==> src/rtl/alarm_timekeeper.sv <==
// Alarm timekeeper: synchronises the 1 Hz wave into a seconds tick, keeps 24-hour
// time of day and runs the alarm ring/snooze/stop state machine.
module alarm_timekeeper #(
  parameter int unsigned RING_SECS   = 60,
  parameter int unsigned SNOOZE_SECS = 300
) (
  input  logic       clk_100MHz,
  input  logic       rst_n,
  input  logic       clk_1Hz,
  input  logic       time_load,
  input  logic [4:0] load_hh,
  input  logic [5:0] load_mm,
  input  logic [5:0] load_ss,
  input  logic       alarm_load,
  input  logic [4:0] alarm_hh,
  input  logic [5:0] alarm_mm,
  input  logic       alarm_en,
  input  logic       stop,
  input  logic       snooze,
  output logic [4:0] hh,
  output logic [5:0] mm,
  output logic [5:0] ss,
  output logic       sec_tick,
  output logic       alarm_ring,
  output logic [1:0] alarm_state,
  output logic       load_err
);

  typedef enum logic [1:0] {
    IDLE    = 2'b00,
    RINGING = 2'b01,
    SNOOZE  = 2'b10
  } state_e;

  localparam logic [7:0] RING_LIM = 8'(RING_SECS);
  localparam logic [9:0] SNZ_INIT = 10'(SNOOZE_SECS);

  logic       sync1_q, sync2_q, edge_q, tick_q;
  logic [4:0] hh_q, hh_d, inc_hh;
  logic [5:0] mm_q, mm_d, inc_mm;
  logic [5:0] ss_q, ss_d, inc_ss;
  logic [4:0] al_hh_q, al_hh_d;
  logic [5:0] al_mm_q, al_mm_d;
  state_e     state_q, state_d;
  logic [7:0] ring_cnt_q, ring_cnt_d;
  logic [9:0] snz_cnt_q, snz_cnt_d;
  logic       ring_q, err_q, err_d;
  logic       time_ok, alarm_ok, match;

  // Synchroniser and edge flops reset high, the generator's reset level, so
  // releasing reset with clk_1Hz already high does not look like a rising edge.
  // NOTE: sequential state uses non-blocking assignments so every flop samples
  // the pre-edge value of its neighbours, regardless of statement order.
  always_ff @(posedge clk_100MHz or negedge rst_n) begin
    if (!rst_n) begin
      sync1_q <= 1'b1;
      sync2_q <= 1'b1;
      edge_q  <= 1'b1;
      tick_q  <= 1'b0;
    end else begin
      sync1_q <= clk_1Hz;
      sync2_q <= sync1_q;
      edge_q  <= sync2_q;
      tick_q  <= sync2_q & ~edge_q;
    end
  end

  // NOTE: every always_comb output gets a default first, so no path can
  // leave a signal unassigned and infer a latch.
  always_comb begin
    inc_ss = ss_q + 6'd1;
    inc_mm = mm_q;
    inc_hh = hh_q;
    if (ss_q == 6'd59) begin
      inc_ss = 6'd0;
      if (mm_q == 6'd59) begin
        inc_mm = 6'd0;
        inc_hh = (hh_q == 5'd23) ? 5'd0 : hh_q + 5'd1;
      end else begin
        inc_mm = mm_q + 6'd1;
      end
    end

    time_ok  = (load_hh <= 5'd23) && (load_mm <= 6'd59) && (load_ss <= 6'd59);
    alarm_ok = (alarm_hh <= 5'd23) && (alarm_mm <= 6'd59);
    err_d    = (time_load && !time_ok) || (alarm_load && !alarm_ok);

    hh_d = hh_q;
    mm_d = mm_q;
    ss_d = ss_q;
    if (time_load) begin
      if (time_ok) begin
        hh_d = load_hh;
        mm_d = load_mm;
        ss_d = load_ss;
      end
    end else if (tick_q) begin
      hh_d = inc_hh;
      mm_d = inc_mm;
      ss_d = inc_ss;
    end

    al_hh_d = al_hh_q;
    al_mm_d = al_mm_q;
    if (alarm_load && alarm_ok) begin
      al_hh_d = alarm_hh;
      al_mm_d = alarm_mm;
    end

    // Only a tick-driven advance can match; a direct load onto the alarm time cannot.
    match = tick_q && !time_load && alarm_en &&
            (inc_hh == al_hh_q) && (inc_mm == al_mm_q) && (inc_ss == 6'd0);
  end

  always_comb begin
    state_d    = state_q;
    ring_cnt_d = ring_cnt_q;
    snz_cnt_d  = snz_cnt_q;
    if (!alarm_en) begin
      state_d = IDLE;
    end else begin
      unique case (state_q)
        IDLE: begin
          if (match) begin
            state_d    = RINGING;
            ring_cnt_d = 8'd0;
          end
        end
        RINGING: begin
          if (stop) begin
            state_d = IDLE;
          end else if (snooze) begin
            state_d   = SNOOZE;
            snz_cnt_d = SNZ_INIT;
          end else if (tick_q) begin
            ring_cnt_d = ring_cnt_q + 8'd1;
            if (ring_cnt_q + 8'd1 == RING_LIM) state_d = IDLE;
          end
        end
        SNOOZE: begin
          if (stop) begin
            state_d = IDLE;
          end else if (tick_q) begin
            snz_cnt_d = snz_cnt_q - 10'd1;
            if (snz_cnt_q == 10'd1) begin
              state_d    = RINGING;
              ring_cnt_d = 8'd0;
            end
          end
        end
        default: state_d = IDLE;
      endcase
    end
  end

  always_ff @(posedge clk_100MHz or negedge rst_n) begin
    if (!rst_n) begin
      hh_q       <= '0;
      mm_q       <= '0;
      ss_q       <= '0;
      al_hh_q    <= '0;
      al_mm_q    <= '0;
      state_q    <= IDLE;
      ring_cnt_q <= '0;
      snz_cnt_q  <= '0;
      ring_q     <= 1'b0;
      err_q      <= 1'b0;
    end else begin
      hh_q       <= hh_d;
      mm_q       <= mm_d;
      ss_q       <= ss_d;
      al_hh_q    <= al_hh_d;
      al_mm_q    <= al_mm_d;
      state_q    <= state_d;
      ring_cnt_q <= ring_cnt_d;
      snz_cnt_q  <= snz_cnt_d;
      ring_q     <= (state_d == RINGING);
      err_q      <= err_d;
    end
  end

  assign hh          = hh_q;
  assign mm          = mm_q;
  assign ss          = ss_q;
  assign sec_tick    = tick_q;
  assign alarm_ring  = ring_q;
  assign alarm_state = state_q;
  assign load_err    = err_q;

endmodule
==> config.mk <==
export PLATFORM = sky130hd
export DESIGN_NAME = alarm_timekeeper
export DESIGN_NICKNAME = d
export VERILOG_FILES = /design/src/rtl/alarm_timekeeper.sv
export SDC_FILE = /design/constraint.sdc
export NUM_CORES = 1
export LEC_CHECK = 0
export CAP_MARGIN = 20
export CORE_MARGIN = 2
export CORE_UTILIZATION = 25
export CTS_CLUSTER_DIAMETER = 30
export DETAILED_ROUTE_END_ITERATION = 6
export PLACE_DENSITY_LB_ADDON = 0.15
export SYNTH_ARGS = -nofsm -noshare
export SYNTH_HDL_FRONTEND = slang
export SYNTH_SLANG_ARGS = --single-unit
==> constraint.sdc <==
create_clock -name clk_100MHz -period 2.3 [get_ports clk_100MHz]
set_input_delay 0.575 -clock clk_100MHz [delete_from_list [all_inputs] [get_ports clk_100MHz]]
set_output_delay 0.575 -clock clk_100MHz [all_outputs]
set_load 0.05 [all_outputs]
# Word-level counts from Yosys, hierarchy flattened
# Index checks and enable logic that the tools add are counted.
[totals]
in_bits = 36
word_cells = 106
romBits = 0
ramBits = 0
latchBits = 0
out_inout_bits = 22
register_bits = 54
mem_count = 0
[op_classes]
n_eq_ne = 19
div = 0
reduce_logical = 23
multipliers = 0
n_shift = 0
magnitude_cmp = 5
bitwise = 2
add_sub_neg = 5
mux = 38
[ops]
columns = ["op", "count"]
rows = [
  ["2-to-1 mux 8 bit", 7],
  ["2-to-1 mux 6 bit", 9],
  ["2-to-1 mux 10 bit", 4],
  ["2-to-1 mux 5 bit", 6],
  ["case mux 8 bit (3 select lines)", 1],
  ["case mux 10 bit (2 select lines)", 1],
  ["<= comparator 6 bit, second input constant", 3],
  ["2-to-1 mux 2 bit", 9],
  ["inequality test 2 bit, second input constant", 8],
  ["adder 6 x 1 -> 6 bit, second input constant", 2],
  ["equality test 6 bit, second input constant", 2],
  ["logical AND 1 bit", 11],
  ["equality test 10 x 1 -> 1 bit, second input constant", 1],
  ["<= comparator 5 bit, second input constant", 2],
  ["subtractor 10 x 1 -> 10 bit, second input constant", 1],
  ["AND reduction 9 bit", 1],
  ["adder 8 x 1 -> 8 bit, second input constant", 1],
  ["equality test 8 x 6 -> 1 bit, second input constant", 1],
  ["equality test 6 bit", 1],
  ["zero test 6 bit", 1],
  ["case mux 2 bit (3 select lines)", 1],
  ["AND reduction 6 bit", 1],
  ["adder 5 x 1 -> 5 bit, second input constant", 1],
  ["equality test 5 bit", 1],
  ["other kinds (12)", 16],
]

# Logic depth before layout (Yosys ltp)
[logic_depth]
ltp_word = 12
ltp_mapped = 10
ltp_nobuf = 8

# Worst setup path after synthesis
# OpenSTA, ideal clock, no wires.
[synth_path]
kind = "flip-flop to flip-flop"
startpoint = "reg ss_q[0] (netlist: ss[0])"
endpoint = "reg ring_cnt_q[0]"
t_arrival_ps = 2712
period_less_slack_ps = 2848
required_ps = 2164
n_path_buf = 1
setup_time_ps = 136
setup_slack_ps = -548
path_stages_with_launch = 10
path_cell_list = "dfrtp_1 ha_1 nand4_2 buf_2 nor4_1 mux2i_1 xor2_1 nand4_1 o31ai_4 o21ai_0"
[synth_via]
elab_chain_cells = 8
elab_cells_between_ends = 13
classes_between = "add/sub: 1; eq/ne: 4; mux: 3; reduce/logical: 5"
[synth_lines]
columns = ["element", "line", "rtl"]
rows = [
  ["start, declared", "41", "logic [5:0] ss_q, ss_d, inc_ss;"],
  ["start signal, assigned", "171", "ss_q <= ss_d;"],
  ["parallel branches: the longest is 5 deep, another holds adder 6 x 1 -> 6 bit", "--", ""],
  ["logical AND 1 bit (*)", "112", "(inc_hh == al_hh_q) && (inc_mm == al_mm_q) && (inc_ss == 6'd0);"],
  ["inequality test 2 bit (no source line) (*)", "--", ""],
  ["AND reduction 9 bit (no source line) (*)", "--", ""],
  ["end signal, assigned", "175", "ring_cnt_q <= ring_cnt_d;"],
  ["end, declared", "45", "logic [7:0] ring_cnt_q, ring_cnt_d;"],
]
# Every way passes the cells marked *.
# A chain may end at the register's enable or synchronous reset.

# Worst setup path in the final report
[layout_path]
startpoint = "reg ss_q[0] (netlist: ss[0])"
endpoint = "reg ring_cnt_q[5]"
# Same word-level chain as after synthesis.

==> metrics.md <==
| Metric | Value |
|---|---|
| Outcome | complete, but fails checks |
| Failing checks | negative setup slack |
| Crit path launch type | flip-flop |
| Sequential share of the synthesized area | 40.3% |
| Path type of the worst setup path | reg2reg |
| Combinational Power Share | 38.0% |
| Setup WS post-layout | -0.278 ns |
| Clk pwr share | 27.7% |
| Post-Route Utilization | 39.2% |
| Seq pwr share | 34.3% |
| Clock tree buffer depth | 2 |
| Routed met3 length | 554 um |
| Fin area | 0.00517 mm2 |
| Asr flop ratio synth | 100% |
| Worst-margin pin slew | 0.630 ns |
| Clk root buf | clkbuf_16 |
| Placed cell area | 0.00480 mm2 |
| Syn_nets | 419 |
| Clk Latency, worst-skew pair | 0.31 ns |
| Area added between synthesis and finish | 53.6% |
| Via density | 4.85 |
| Synth Cell Area | 0.00336 mm2 |
| Worst-path clk slew | 0.08 ns |
| Final period utilization | 112% |
| Core Region | 0.0132 mm2 |
| Layout Skew | 0.00793 ns |
| Post-Synthesis Cells | 376 |
| Crit-path cells | ha_4 -> nand4_4 -> buf_12 -> nand2b_1 -> o41ai_1 -> nand4_1 -> buf_6 -> o31ai_4 -> buf_12 -> o21ai_1 |
| Met1 WL | 5110 um |
| # fillers | 1360 |
| Unique masters post-synth | 58 |
| CTS Hold Bufs | 0 |
| Nets | 559 |
| Antenna Violating Nets Remaining | 0 |
| Max Used Layer | met4 |
| Commonest non-fill, non-tap cell in the layout | buf_4 |
| RD Place Congestion | 0.824 |
| Max Slew Vio Count | 0 |
| Slew HR | 57.7% |
| Leak | 2.27 nW |
| Ports | 58 |
| Fraction of layout cells with a size suffix above 1 | 30.2% |
| P per Cell Area | 644 mW/mm2 |
| Most used cell, CP | buf_12 |
| Vias in the first global route | 3350 |
| Non-Filler Instances | 693 |
| Mapped Avg Cell Area | 8.95 um2 |
| Met2 wire len | 4800 um |
| Via count | 3361 |
| Setup violations, final | 10 |
| CP Max Fanout | 8 |
| Worst vdd ir | 0.266 mV |
| Starting density of the core | 25.5% |
| P_sw | 1.16 mW |
| Register bit total from synthesis | 54 |
| Placed insts | 675 |
| Global route overflow | 0 |
| Minimum clock period | 2.58 ns |
| CTS H-tree lvls | 2 |
| CTS sink count | 54 |
| Synth warnings | 0 |
| Pre-CTS WS | -0.717 ns |
| Switching power share of the total | 34.7% |
| Post-synth EDFFs | 0 |
| Count of final hold-check violations | 0 |
| Number of max-cap violations | 0 |
| Primary FF master, synth | dfrtp_1 |
| CTS tree | built |
| DIE WIDTH | 120 um |
| Ant. Diodes | 0 |
| CP arrival | 2.77 ns |
| First-pass GRT wire length | 17500 um |
| Register-to-Register Path Depth | 10 |
| RR Endpoint | ring_cnt_q[5]$_DFFE_PN0P_ |
| DRT iter0 DRCs | 171 |
| F_max | 0.388 GHz |
| Largest stage delay, worst path | 0.52 ns |
| Wire length per cell | 15.3 um |
| Slowest cell on crit path | o41ai_1 |
| Die area | 0.0144 mm2 |
| # DRC | 0 |
| Worst Hold Class | in2async |
| RSZ-0062 raised after global routing | true |
| Height of the chip | 120 um |
| WP data required | 2.50 ns |
| Largest net degree at the start of global routing | 55 |
| R2r startpoint | ss[0]$_DFFE_PN0P_ |
| Internal Pwr Total | 2.17 mW |
| DRT Pass-1 Iters | 6 |
| Initial antenna violation count | 0 |
| Row cnt | 42 |
| PortBufs | 57 |
| CTS Buf Count | 5 |
| CP Capture Type | flip-flop |
| Total GRT Usage | 15.4% |
| Commonest non-fill, non-tap cells in the layout | 91 x buf_4, 47 x nand2_1, 47 x clkdlybuf4s50_1 |
| Wirelength, routed | 10600 um |
| Hpwl dp | 8280 um |
| Reg2reg setup slack | -0.28 ns |
synthesized netlist by cell type (all sizes together) (6+ instances only):
library cell	number	area, um2
o21ai	27	135
ha	7	87.6
mux2	11	124
dfrtp	51	1280
clkbuf	12	46.3
nand4	8	56.3
nand2	47	176
nor3	13	65.1
nor2	22	85.1
and3	6	37.5
a21oi	31	155
nor2b	6	37.5
xor2	9	78.8
buf	6	32.5
xnor2	8	70.1
nand3	20	100
nor4	8	65.1
mux2i	10	100
inv	9	33.8
nand2b	7	43.8
worst max-delay path by stage:
stage / end / startpoint / slack [ns] / cells after the start
floorplan: ring_cnt_q[0]$_DFFE_PN0P_ / mm[1]$_DFFE_PN0P_ / -0.21 / 8
global placement: alarm_ring$_DFF_PN0_ / time_load / -0.52 / 9
detailed placement: alarm_state[0]$_DFF_PN0_ / time_load / -0.72 / 9
CTS: ring_cnt_q[1]$_DFFE_PN0P_ / ss[1]$_DFFE_PN0P_ / -0.20 / 11
global route: ring_cnt_q[1]$_DFFE_PN0P_ / ss[0]$_DFFE_PN0P_ / -0.39 / 10
finish: ring_cnt_q[5]$_DFFE_PN0P_ / ss[0]$_DFFE_PN0P_ / -0.28 / 10
power groups by stage:
stage	clock [mW]	sequential, mW	combinational, mW
6_report	0.923	1.14	1.26
5_1_grt	0.991	1.15	1.37
4_1_cts	0.966	1.14	1.26
3_5_place_dp	0	1.16	1.23
3_3_place_gp	0	1.16	1.22
2_1_floorplan	0	1.36	0.434
per-layer routing:
layer	track usage, %	vias to the layer above
met2	23.8	72
met5	0	-
met1	21.5	1604
li1	-	1673
met4	3.82	0
met3	3.85	12
logic make-up (layout without fill, tap and decap cells):
family | count (synthesis) | after routing | share of synthesized area [%]
xor+xnor | 17 | 17 | 4.43
fa+ha+maj | 7 | 7 | 2.60
buf+inv | 27 | 168 | 3.35
mux | 21 | 21 | 6.66
compound gates | 92 | 92 | 17.7
flops | 54 | 54 | 40.3
simple gates | 158 | 158 | 25.0
metrics by stage:
stage / power, mW / TNS, ns / hold WS [ns]
final: 3.33 / -2.41 / 0.263
after detailed placement: 2.38 / -8.40 / 0.347
after CTS: 3.37 / -1.75 / 0.272
after global routing: 3.51 / -3.70 / 0.290
after floorplan: 1.80 / -2.00 / 0.279
after global placement: 2.38 / -6.59 / 0.347
sequential cells by signal, indices dropped and copies added, names as in the netlist, 2 cells and up:
signal and cells:
alarm_state 2, ss 6, al_mm_q 6, hh 5, mm 6, ring_cnt_q 8
al_hh_q 5, snz_cnt_q 10
layout make-up:
class                           instances  area, um2  area share [%]
Clock buffer                            6        139            2.69
Clock inverter                          2       38.8           0.751
Inverter                                9       33.8           0.654
Multi-Input combinational cell        295       2040            39.4
Sequential cell                        54       1370            26.4
Tap cell                              176        220            4.26
Timing Repair Buffer                  151       1330            25.8
worst max-delay path, delay by kind of cell (launching register included):
kind | cells | cell delay, ns
compound gates | 3 | 0.85
flops | 1 | 0.38
fa+ha+maj | 1 | 0.16
simple gates | 3 | 0.56
buf+inv | 3 | 0.52
repair_timing:
item | in CTS | in global routing
gates resized for setup | 14 | 12
endpoints found under the setup margin | 11 | 17
pin swaps | 5 | 7
setup buffers | 6 | 5
(Power assumes the default switching activity.)
